===== src/rtl/tile_sequencer.sv =====
// tile_sequencer: scrolling tile stream generator and key judge for the piano-tile game.
// Emits one 3-lane column per scroll step plus the display shift strobe, mirrors the
// on-screen columns in a 16-deep shadow and scores key presses against the oldest column.
module tile_sequencer #(
    parameter int          STEP_CYCLES = 2_500_000,
    parameter int          TILE_LEN    = 3,
    parameter int          GAP_LEN     = 1,
    parameter int          MAX_MISS    = 3,
    parameter logic [15:0] LFSR_SEED   = 16'hACE1
) (
    input  logic       clk,
    input  logic       rst,
    input  logic       start,
    input  logic [2:0] key,
    output logic [2:0] data,
    output logic       div_clk,
    output logic [7:0] score,
    output logic       game_over
);

    localparam int            CW         = $clog2(STEP_CYCLES);
    localparam logic [CW-1:0] LAST       = CW'(STEP_CYCLES - 1);
    localparam logic [CW-1:0] HALF       = CW'(STEP_CYCLES / 2);
    localparam logic [2:0]    TILE_REM   = 3'(TILE_LEN - 1);
    localparam logic [2:0]    GAP_REM    = (GAP_LEN > 0) ? 3'(GAP_LEN - 1) : 3'd0;
    localparam logic [3:0]    MISS_LIMIT = 4'(MAX_MISS);

    typedef enum logic [1:0] {
        IDLE,
        RUN,
        OVER
    } state_t;

    state_t          state;
    state_t          state_next;
    logic [CW-1:0]   count;
    logic [CW-1:0]   count_next;
    logic [15:0]     lfsr;
    logic [15:0][2:0] shadow;
    logic            zone_hit;
    logic [2:0]      key_d;
    logic [3:0]      miss;
    logic            tile_phase;
    logic [2:0]      remaining;
    logic [2:0]      lane;

    logic            enter_run;
    logic            gen_event;
    logic            shift_event;
    logic [2:0]      edges;
    logic [2:0]      zone;
    logic [2:0]      pick;
    logic            hit;
    logic            wrong;
    logic            leave_miss;
    logic            step_miss;

    assign game_over = (state == OVER);

    // Game state register.
    always_ff @(posedge clk or posedge rst) begin
        if (rst) begin
            state <= IDLE;
        end else begin
            state <= state_next;
        end
    end

    // Next-state logic: start launches a game, reaching the miss limit ends it.
    always_comb begin
        state_next = state;
        case (state)
            IDLE:    if (start) state_next = RUN;
            RUN:     if (miss >= MISS_LIMIT) state_next = OVER;
            OVER:    if (start) state_next = RUN;
            default: state_next = IDLE;
        endcase
    end

    // Step timing, key judgement and lane selection for the current cycle.
    always_comb begin
        enter_run   = (state != RUN) && start;
        gen_event   = (count == LAST);
        shift_event = (count == HALF);
        count_next  = gen_event ? '0 : count + CW'(1);
        edges       = key & ~key_d;
        zone        = shadow[0];
        hit         = ((edges & zone) != 3'b000) && !zone_hit;
        wrong       = (edges & ~zone) != 3'b000;
        leave_miss  = shift_event && (zone != 3'b000) && !zone_hit && !hit;
        step_miss   = wrong || leave_miss;
        pick        = (lfsr[1:0] == 2'd3) ? 3'b001 : (3'b001 << lfsr[1:0]);
    end

    // Free-running lane randomiser; deliberately never reseeded between games.
    always_ff @(posedge clk or posedge rst) begin
        if (rst) begin
            lfsr <= LFSR_SEED;
        end else begin
            lfsr <= {lfsr[14:0], lfsr[15] ^ lfsr[13] ^ lfsr[12] ^ lfsr[10]};
        end
    end

    // Key history for rising-edge detection.
    always_ff @(posedge clk or posedge rst) begin
        if (rst) begin
            key_d <= 3'b000;
        end else begin
            key_d <= key;
        end
    end

    // Scroll datapath: column generation, display shadow, scoring and miss tracking.
    always_ff @(posedge clk or posedge rst) begin
        if (rst) begin
            count      <= '0;
            div_clk    <= 1'b0;
            data       <= 3'b000;
            score      <= 8'd0;
            miss       <= 4'd0;
            shadow     <= '0;
            zone_hit   <= 1'b0;
            tile_phase <= 1'b0;
            remaining  <= 3'd0;
            lane       <= 3'b000;
        end else if (enter_run) begin
            count      <= '0;
            div_clk    <= 1'b0;
            data       <= 3'b000;
            score      <= 8'd0;
            miss       <= 4'd0;
            shadow     <= '0;
            zone_hit   <= 1'b0;
            tile_phase <= 1'b0;
            remaining  <= 3'd0;
        end else if (state == RUN) begin
            if (state_next != RUN) begin
                data    <= 3'b000;
                div_clk <= 1'b0;
            end else begin
                count   <= count_next;
                div_clk <= (count_next >= HALF);
                if (gen_event) begin
                    if (remaining == 3'd0) begin
                        if (tile_phase && (GAP_LEN != 0)) begin
                            tile_phase <= 1'b0;
                            remaining  <= GAP_REM;
                            data       <= 3'b000;
                        end else begin
                            tile_phase <= 1'b1;
                            remaining  <= TILE_REM;
                            lane       <= pick;
                            data       <= pick;
                        end
                    end else begin
                        remaining <= remaining - 3'd1;
                        data      <= tile_phase ? lane : 3'b000;
                    end
                end
                if (shift_event) begin
                    shadow   <= {data, shadow[15:1]};
                    zone_hit <= 1'b0;
                end else if (hit) begin
                    zone_hit <= 1'b1;
                end
                if (hit && (score != 8'hFF)) begin
                    score <= score + 8'd1;
                end
                if (step_miss) begin
                    miss <= miss + 4'd1;
                end
            end
        end
    end

endmodule

===== config.mk =====
export PLATFORM = sky130hd
export DESIGN_NAME = tile_sequencer
export DESIGN_NICKNAME = d
export VERILOG_FILES = /design/src/rtl/tile_sequencer.sv
export SDC_FILE = /design/constraint.sdc
export NUM_CORES = 1
export LEC_CHECK = 0
export ABC_CLOCK_PERIOD_IN_PS = 5500
export BUFFER_PORTS_ARGS = -buffer_cell sky130_fd_sc_hd__buf_2
export CORE_AREA = 2 2 108 110
export CTS_CLUSTER_DIAMETER = 100
export DETAILED_ROUTE_END_ITERATION = 16
export DIE_AREA = 0 0 110 112
export HOLD_SLACK_MARGIN = 0.05
export PLACE_DENSITY = 0.74
export SYNTH_ARGS = -nofsm -noshare
export SYNTH_HDL_FRONTEND = slang
export SYNTH_SLANG_ARGS = --single-unit

===== constraint.sdc =====
create_clock -name clk -period 5.5 [get_ports clk]
set_input_delay 0.825 -clock clk [delete_from_list [all_inputs] [get_ports clk]]
set_output_delay 0.825 -clock clk [all_outputs]
set_load 0.05 [all_outputs]

# Yosys cells after proc, flatten, opt, wreduce, memory -nomap -nowiden
# Index checks and enable logic that the tools add are counted.
totals:
  register_bits: 115
  inputBits: 6
op_classes:
  addsub: 4
  n_lt_le_gt_ge: 2
  n_eq_ne: 9
  shift: 1
  mux: 47
  bitwise: 11
  n_reduce_logical: 32
op_table:
  columns: ["cell", "count"]
  rows:
  - ["48-bit two-way mux", 4]
  - ["22-bit two-way mux", 4]
  - ["3-bit two-way mux", 13]
  - ["8-bit two-way mux", 4]
  - ["22-bit by 1-bit adder with 22-bit output (second input constant)", 1]
  - ["22-bit by 21-bit equality test with 1-bit output (second input constant)", 1]
  - ["22-bit equality test (second input constant)", 1]
  - ["22-bit by 21-bit >= comparator with 1-bit output (second input constant)", 1]
  - ["4-bit two-way mux", 4]
  - ["3-bit AND reduction", 5]
  - ["3-bit nonzero test", 5]
  - ["1-bit two-way mux", 14]
  - ["2-bit nonzero test", 6]
  - ["3-bit AND", 3]
  - ["8-bit by 1-bit adder with 8-bit output (second input constant)", 1]
  - ["8-bit != test (second input constant)", 1]
  - ["1-bit logical AND", 6]
  - ["2-bit two-way mux", 3]
  - ["3-bit NOT", 2]
  - ["6-bit AND reduction", 1]
  - ["4-bit by 1-bit adder with 4-bit output (second input constant)", 1]
  - ["2-bit equality test (second input constant)", 2]
  - ["4-bit by 2-bit >= comparator with 1-bit output (second input constant)", 1]
  - ["2-bit by 1-bit != test with 1-bit output (second input constant)", 2]
  - ["14 further kinds", 20]

# Depth between registers and ports, before layout
# Gate-level depths: netlist of the first run.
depth:
  word_depth: 12
  depth_mapped: 9
  ltp_nobuf: 8

# Least setup slack after synthesis of the first run
# No wires, ideal clock.
synth_path:
  path_kind: "register -> register"
  start: "reg count[0]"
  end: "reg div_clk"
  setup_time_ns: 0.126
  t_arrival_ns: 2.112
  required_ns: 5.374
  setup_slack_ns: 3.262
  path_stages_with_launch: 9
  n_path_buf: 0
  synth_period_minus_slack_ns: 2.238
  path_cell_list: "dfrtp_1 > ha_1 > and3_1 > nand2_1 > or4_1 > o21ai_1 > o211a_1 > a221o_1 > nand3_1"
synth_between:
  elab_chain_cells: 6
  word_cells_on_any_way: 7
  classes_between: "1 x add/sub; 1 x order compare; 1 x eq/ne; 4 x mux"
synth_lines:
  columns: ["item", "line", "source"]
  rows:
  - ["from (decl)", "36", "logic [CW-1:0] count;"]
  - ["from (signal assigned)", "141", "count <= count_next;"]
  - ["22-bit by 1-bit adder with 22-bit output or 22-bit equality test (tied branches)", "85, 83", null]
  - ["22-bit two-way mux *", "85", "count_next = gen_event ? '0 : count + CW'(1);"]
  - ["22-bit by 21-bit >= comparator with 1-bit output *", "142", "div_clk <= (count_next >= HALF);"]
  - ["1-bit two-way mux *", "137", "if (state_next != RUN) begin"]
  - ["1-bit two-way mux *", "136", "end else if (state == RUN) begin"]
  - ["1-bit two-way mux *", "126", "end else if (enter_run) begin"]
  - ["to (signal assigned)", "142", null]
  - ["to (decl)", "16", "output logic div_clk,"]
# Mark *: on every way between the ends. The rest lies on a longest branch, timed or not. The select of a mux whose other input is x is not followed.
# A chain may end at the register's enable or synchronous reset.

# Worst setup path after layout of the first run
layout_path:
  start: "reg count[0]"
  end: "reg count[2]"
layout_between:
  elab_chain_cells: 5
  word_cells_on_any_way: 6
  classes_between: "1 x add/sub; 1 x eq/ne; 4 x mux"
layout_lines:
  columns: ["item", "line"]
  rows:
  - ["22-bit by 1-bit adder with 22-bit output or 22-bit equality test (tied branches)", "85, 83"]
  - ["22-bit two-way mux *", "85"]
  - ["22-bit two-way mux *", "137"]
  - ["22-bit two-way mux *", "136"]
  - ["22-bit two-way mux *", "126"]
# Marks and branches as above.

==> results.tsv, run 1 <==
stage	metric	value	unit
run_status	run status	finished clean	
power_and_ir_drop	peak supply drop	0.000243	V
critical_path	peak fanout along the critical path	19	
sta	final period demand of the worst path	2660	ps
routing	detailed-router iteration count before antenna repair	5	
clock_tree	Clk Tree Root Cell	clkbuf_16	
yosys	register area share after synthesis	52.6	%
yosys	most frequent cell after synthesis	nand2_1	
yosys	number of synthesized register bits	115	
sta	worst slew margin relative to its limit	35.1	%
yosys	yosys synthesis warning count	0	
clock_tree	clock tree from TritonCTS	done	
min_path	class of the most critical hold timing path	register to register	
yosys	share of the synthesized area in the top cell type	48.8	%
clock_tree	CTS clock-pin slew for the worst setup and hold paths	50	ps
final_layout	synthesis-to-layout area growth	14.0	%
routing	via count normalized by instance count	5.65	
yosys	Area contributors post-synth	dfrtp_1 (49%), nand2_1 (8.7%), a21oi_1 (3.9%)	
global_routing	total grt overflow	0	
die	die extent in x	110	um
sta	worst-margin pin slew	973	ps
routing	Wirelength per Cell	15.7	um
yosys	fraction of registers with async set/reset	100	%
sta	RSZ-0062 raised after global routing	no	
clock_tree	clock insertion delay at the later pin of the skew report	410	ps
global_routing	pin count of the biggest net entering global routing	84	
die	I/O pins	19	
critical_path	arrival time worst endpoint	2940	ps
sta	final setup TNS	0	ps
clock_tree	CTS Buf Count	17	
global_routing	via count of the first global-routing pass	4128	
final_layout	Antenna Cells	0	
die	initial core utilization	49.1	%
clock_tree	Resize count post-CTS	0	
routing	routed wire length	11800	um
routing	violation count after the first detailed-route iteration	550	
clock_tree	maximum level of the CTS H-tree	4	
global_routing	initial antenna violation count	0	
clock_tree	buffers from clock root to sink, at most	2	
job	max-capacitance violation count	0	
critical_path	type of the setup path with the least slack	register to register	
yosys	Most used DFF post-synth	dfrtp_1	
clock_tree	total setup buffers inserted after CTS	0	
global_routing	overall fraction of global-route tracks in use	20.9	%
sta	smallest setup slack after layout	2840	ps
yosys	Netlist cell types	58	
critical_path	buffers and inverters on the worst path	0	
final_layout	layout cell share with drive strength beyond 1	14.6	%
sta	number of slew-limit violations in the final report	0	
power_and_ir_drop	areal power density over the cells	396	nW/um^2
sta	fmax	376	MHz
clock_tree	sink count of the clock tree	115	
global_routing	wire length of the first global-routing pass	20200	um
die	Die H	112	um
place	dpl ws	2880	ps
critical_path	Critical Path Sink Type	register	
critical_path	Req. time, crit path	5780	ps
sta	count of final setup violators	0	
die	area of the placeable core	11200	um^2
critical_path	critical path's slowest cell	or4_1	
place	GP Congestion	0.924	
routing	DRC	0	
die	Die Area	12300	um^2
yosys	Syn Area/Cell	9.38	um^2
routing	total via count in the routed design	4219	
yosys	Syn Inst Count	585	
critical_path	most frequent CP cell	o21ai_0	
place	total of buffers placed on input and output ports	18	
critical_path	Top delay family on crit path	simple AND/OR/NAND/NOR gates	
power_and_ir_drop	Static Leak	2.81	nW
clock_tree	Hold-fix buffers, CTS	0	
yosys	cell area after synthesis	5490	um^2
critical_path	Critical Path Source Type	register	
yosys	cell taking the most area after synthesis	dfrtp_1	
final_layout	Filler cells	937	
die	row count	39	
yosys	Syn Nets	600	
sta	Final Cycle Share	48.4	%
sta	number of hold violations in the final report	0	
critical_path	slowest cell delay on critical path	630	ps
yosys	number of enable-type register cells in the synthesized netlist	0	
place	DP HPWL	7240	um
critical_path	ordered list of cells on the worst path	ha_1 -> and3_1 -> nand2_1 -> or4_1 -> nand2_2 -> nor2_1 -> o21ai_0 -> o21ai_0	
yosys	most common library cells after synthesis	nand2_1 (127), dfrtp_1 (107), a21oi_1 (43)	
final_layout	fin util	56.0	%
final_layout	nets@finish	606	
sta	clk_skew	8.11	ps
routing	Antenna Violating Nets Remaining	0	
## state kept, by name, summed over array words and instances, names as in the netlist
| name | count |
|---|---|
| count | 22 |
| data | 3 |
| div_clk | 1 |
| key_d | 3 |
| lane | 3 |
| lfsr | 16 |
| miss | 4 |
| remaining | 3 |
| score | 8 |
| shadow | 45 |
| state | 2 |
| tile_phase | 1 |
| zone | 3 |
| zone_hit | 1 |
## final timing paths
kind	start	endpoint	slack, ps	cells after the start
worst min register to register	lfsr[3]$_DFF_PP0_	lfsr[4]$_DFF_PP0_	350	0
worst max register to register	count[0]$_DFFE_PP0P_	count[2]$_DFFE_PP0P_	2840	8
max in group asynchronous	rst	zone_hit$_DFFE_PP0P_	3810	3
min in group asynchronous	rst	shadow[12]$_DFFE_PP0P_	650	2
worst max-delay path	count[0]$_DFFE_PP0P_	count[2]$_DFFE_PP0P_	2840	8
worst min-delay path	lfsr[3]$_DFF_PP0_	lfsr[4]$_DFF_PP0_	350	0
## through the flow
stage | instances | total power (W) | hold slack, ps | cell area, um^2
floorplan | 585 | 0.00123 | 331 | 5490
global placement | 715 | 0.00132 | 334 | 5640
detailed placement | 715 | 0.00134 | 335 | 5640
CTS | 747 | 0.00248 | 346 | 6250
global route | 747 | 0.00258 | 352 | 6250
finish | 747 | 0.00247 | 345 | 6250
## cell type report
cell class | instances | area (um^2) | share of cell area [%]
sequential | 115 | 2890 | 46.2
multi-input combinational | 423 | 2410 | 38.5
clock buffer | 21 | 450 | 7.20
tap | 143 | 179 | 2.86
clock inverter | 11 | 160 | 2.56
timing repair buffer | 23 | 128 | 2.04
inverter | 11 | 43.8 | 0.700
## power by group
group	switching, W	internal (W)	leakage (nW)
clock network	0.000376	0.000765	0.297
logic	0.000305	0.000107	0.958
registers	0.0000447	0.000877	1.56
## layout by cell type, fill, tap and decap left out, types with 3 or more instances in the layout
| cell type | n |
|---|---|
| nand2_1 | 127 |
| dfrtp_1 | 107 |
| a21oi_1 | 43 |
| nand3_1 | 38 |
| nor2_1 | 37 |
| o21ai_0 | 32 |
| buf_2 | 18 |
| clkbuf_16 | 17 |
| xor2_1 | 12 |
| and3_1 | 11 |
| inv_1 | 10 |
| xnor2_1 | 10 |
| nor3_1 | 9 |
| ha_1 | 9 |
| dfstp_2 | 8 |
| nand4_1 | 7 |
| nor3b_1 | 7 |
| mux2_2 | 7 |
| a31oi_1 | 6 |
| o31ai_1 | 6 |
| nor4_1 | 5 |
| clkinv_2 | 5 |
| buf_4 | 5 |
| and2_1 | 4 |
| nand3b_1 | 4 |
| bufinv_16 | 4 |
| nor2b_1 | 3 |
| or3_1 | 3 |
| nor3_2 | 3 |
| o41ai_1 | 3 |
| clkbuf_1 | 3 |
## kinds of logic (layout without fill, tap and decap cells)
kind of cell	after synthesis	in the layout	synth area share, %
fa+ha+maj	9	9	2.05
compound gates	104	104	11.4
xor+xnor	22	22	3.51
mux	9	9	1.80
flops	115	115	52.6
simple gates	279	279	25.0
buf+inv	47	66	3.72
## routing by layer
metal  GRT usage (%)  wire [um]  up-vias
li1                -          -     2018
met1            29.7       5490     2053
met2            30.8       5480      124
met3            5.21        557       24
met4            8.19        230        0
met5               0          0        -
No activity file was read; power rests on OpenSTA's default activity.
==> run 2, diff against run 1 <==
--- a/config.mk
+++ b/config.mk
@@ -5,14 +5,14 @@
 export SDC_FILE = /design/constraint.sdc
 export NUM_CORES = 1
 export LEC_CHECK = 0
-export ABC_CLOCK_PERIOD_IN_PS = 5500
+export ABC_CLOCK_PERIOD_IN_PS = 2320
 export BUFFER_PORTS_ARGS = -buffer_cell sky130_fd_sc_hd__buf_2
 export CORE_AREA = 2 2 108 110
 export CTS_CLUSTER_DIAMETER = 100
 export DETAILED_ROUTE_END_ITERATION = 16
 export DIE_AREA = 0 0 110 112
 export HOLD_SLACK_MARGIN = 0.05
-export PLACE_DENSITY = 0.74
+export PLACE_DENSITY = 0.76
 export SYNTH_ARGS = -nofsm -noshare
 export SYNTH_HDL_FRONTEND = slang
 export SYNTH_SLANG_ARGS = --single-unit
==> constraint.sdc (replaced) <==
create_clock -name clk -period 2.32 [get_ports clk]
set_input_delay 0.348 -clock clk [delete_from_list [all_inputs] [get_ports clk]]
set_output_delay 0.348 -clock clk [all_outputs]
set_load 0.05 [all_outputs]
==> run 2 against run 1 <==
  * Sequential cell count stayed put
  * Die area stayed put
  * Combinational power grew to 3.0 times the previous value
  * Sequential power is 130% higher
  * Cell area is 7.4% higher
  * Clock-buffer cell count is 2 lower
  * Utilization is 4.1 points higher
  * Critical path depth is 1 lower
  * First-iteration DRC count is 12% lower
  * Final cell count is 6.4% higher
  * Largest power group unchanged
  * Highest routed layer unchanged
==> results.tsv, run 2 (synthesized netlist as in run 1, its figures left out) <==
stage	metric	value	unit	change
routing	via count normalized by instance count	5.62		was 5.65
run_status	run status	finished clean		unchanged
power_and_ir_drop	overall power after layout	0.00601	W	was 0.00247 W
die	I/O pins	19		unchanged
clock_tree	maximum level of the CTS H-tree	4		unchanged
final_layout	Filler cells	887		was 937
power_and_ir_drop	internal power	0.00413	W	was 0.00175 W
power_and_ir_drop	combinational fraction of design power	20.8	%	was 16.6%
power_and_ir_drop	Static Leak	3.06	nW	was 2.81 nW
critical_path	slowest cell delay on critical path	580	ps	was 630 ps
final_layout	most common library cell in the layout ignoring fill and taps	nand2_1		unchanged
critical_path	Critical Path Source Type	register		unchanged
power_and_ir_drop	Psw	0.00188	W	was 0.000726 W
power_and_ir_drop	part of the power in the clock network	43.2	%	was 46.1%
global_routing	pin count of the biggest net entering global routing	63		was 84
global_routing	via count of the first global-routing pass	4376		was 4,128
sta	fmax	441	MHz	was 376 MHz
clock_tree	clock tree from TritonCTS	done		unchanged
final_layout	commonest cells after routing, fill and taps aside	nand2_1 (126), dfrtp_1 (101), buf_4 (48)		was nand2_1 (127), dfrtp_1 (107), a21oi_1 (43)
routing	DRC	0		unchanged
routing	violation count after the first detailed-route iteration	486		was 550
place	DP HPWL	8250	um	was 7240 um
clock_tree	sink count of the clock tree	115		unchanged
critical_path	Req. time, crit path	2620	ps	was 5780 ps
critical_path	critical path's slowest cell	or4_4		was or4_1
final_layout	fin util	60.1	%	was 56.0%
sta	number of hold violations in the final report	0		unchanged
global_routing	overall fraction of global-route tracks in use	22.1	%	was 20.9%
clock_tree	CTS clock-pin slew for the worst setup and hold paths	60	ps	was 50 ps
routing	Antenna Violating Nets Remaining	0		unchanged
final_layout	post-route insts no fill	795		was 747
sta	clk_skew	7.44	ps	was 8.11 ps
critical_path	ordered list of cells on the worst path	inv_1 -> or3_1 -> or4_4 -> a222oi_1 -> nand3_1 -> nand4_1 -> nand3_1		was ha_1 -> and3_1 -> nand2_1 -> or4_1 -> nand2_2 -> nor2_1 -> o21ai_0 -> o21ai_0
die	die extent in x	110	um	unchanged
global_routing	initial antenna violation count	0		unchanged
final_layout	synthesis-to-layout area growth	22.3	%	was 14.0%
final_layout	biggest regs	shadow (45), count (22), lfsr (16)		unchanged
routing	routed wire length	12600	um	was 11,800 um
power_and_ir_drop	sequential share of power	36.0	%	was 37.2%
place	GP Congestion	0.922		was 0.924
sta	number of slew-limit violations in the final report	0		unchanged
die	Die Area	12300	um^2	unchanged
critical_path	peak fanout along the critical path	5		was 19
critical_path	most frequent CP cell	nand3_1		was o21ai_0
clock_tree	CTS Buf Count	17		unchanged
clock_tree	Clk Tree Root Cell	clkbuf_16		unchanged
routing	total via count in the routed design	4466		was 4,219
place	instance count after placement with tap cells included	758		was 715
critical_path	arrival time worst endpoint	2570	ps	was 2940 ps
critical_path	Critical Path Sink Type	register		unchanged
sta	worst slew margin relative to its limit	51.7	%	was 35.1%
die	initial core utilization	49.1	%	unchanged
final_layout	layout cell share with drive strength beyond 1	23.2	%	was 14.6%
critical_path	type of the setup path with the least slack	register to register		unchanged
die	area of the placeable core	11200	um^2	unchanged
sta	final period demand of the worst path	2270	ps	was 2660 ps
min_path	class of the most critical hold timing path	input pin to register		was register to register
sta	worst-margin pin slew	723	ps	was 973 ps
place	total of buffers placed on input and output ports	18		unchanged
final_layout	Antenna Cells	0		unchanged
final_layout	flip-flop count of the largest register after layout	45		unchanged
power_and_ir_drop	Switching Share	31.2	%	was 29.3%
clock_tree	buffers from clock root to sink, at most	2		unchanged
global_routing	wire length of the first global-routing pass	21000	um	was 20,200 um
sta	Final Cycle Share	97.8	%	was 48.4%
final_layout	nets@finish	654		was 606
job	max-capacitance violation count	0		unchanged
die	row count	39		unchanged
final_layout	register ranked first by flip-flop count	shadow		unchanged
routing	detailed-router iteration count before antenna repair	5		unchanged
routing	Wirelength per Cell	15.8	um	was 15.7 um
power_and_ir_drop	peak supply drop	0.000897	V	was 0.000243 V
die	Die H	112	um	unchanged
sta	count of final setup violators	0		unchanged
global_routing	total grt overflow	0		unchanged
clock_tree	clock insertion delay at the later pin of the skew report	420	ps	was 410 ps
sta	RSZ-0062 raised after global routing	no		unchanged
power_and_ir_drop	areal power density over the cells	895	nW/um^2	was 396 nW/um^2
run 2: final timing paths:
check                                      start                   end  slack [ps]  cells past startpoint
setup / recovery           count[21]$_DFFE_PP0P_   div_clk$_DFFE_PP0P_          50                      7
hold / removal                            key[1]    key_d[1]$_DFF_PP0_          70                      1
setup reg to reg           count[21]$_DFFE_PP0P_   div_clk$_DFFE_PP0P_          50                      7
hold reg to reg                lfsr[3]$_DFF_PP0_     lfsr[4]$_DFF_PP0_         350                      0
max in group asynchronous                    rst     lfsr[0]$_DFF_PP1_        1010                      4
min in group asynchronous                    rst  score[0]$_DFFE_PP0P_         560                      3
run 2: power by group through the flow:
stage / Clock [W] / Combinational [W] / Sequential (W)
final: 0.00260 / 0.00125 / 0.00216
after global routing: 0.00273 / 0.00135 / 0.00217
after CTS: 0.00263 / 0.00120 / 0.00216
after detailed placement: 0 / 0.00118 / 0.00220
after global placement: 0 / 0.00115 / 0.00219
after floorplan: 0 / 0.000711 / 0.00221
run 2: worst max-delay path, delay by kind of cell (launching register included):
kind                   cells  cell delay, ps
buffers and inverters      1             100
AND/OR/NAND/NOR            5            1410
AO/OA/AOI/OAI              1             260
flip-flops                 1             390
run 2: area by class of cell:
class / instances / area, um^2 / share of cell area [%]
Tap cell: 143 / 179 / 2.66
Inverter: 11 / 45.0 / 0.671
Sequential cell: 115 / 2900 / 43.1
Timing Repair Buffer: 71 / 541 / 8.05
Multi-Input combinational cell: 423 / 2460 / 36.7
Clock buffer: 19 / 443 / 6.60
Clock inverter: 13 / 150 / 2.24
run 2: per-stage QoR:
stage | hold slack [ps] | cell area [um^2] | TNS, ps | worst slack [ps]
3_3_place_gp | 336 | 6020 | -38.3 | -26.3
2_1_floorplan | 331 | 5490 | 0 | 82.1
5_1_grt | 56.3 | 6720 | 0 | 2.84
6_report | 66.9 | 6720 | 0 | 51.2
3_5_place_dp | 342 | 6020 | -295 | -53.2
4_1_cts | 52.2 | 6640 | 0 | 45.8
run 2: what timing repair did:
action,in CTS,in global routing
resized for setup,3,14
setup endpoints to repair,9,49
pin swaps,0,2
buffers inserted,0,4
cloned,0,0
hold endpoints to repair,24,0
hold buffers,1,0
run 2: layer usage:
layer | up-vias | part of all wire (%) | track usage (%)
li1 | 2123 | - | -
met1 | 2211 | 44 | 28.5
met2 | 114 | 50 | 35.6
met3 | 18 | 4.7 | 5.91
met4 | 0 | 1.7 | 8.10
met5 | - | 0 | 0
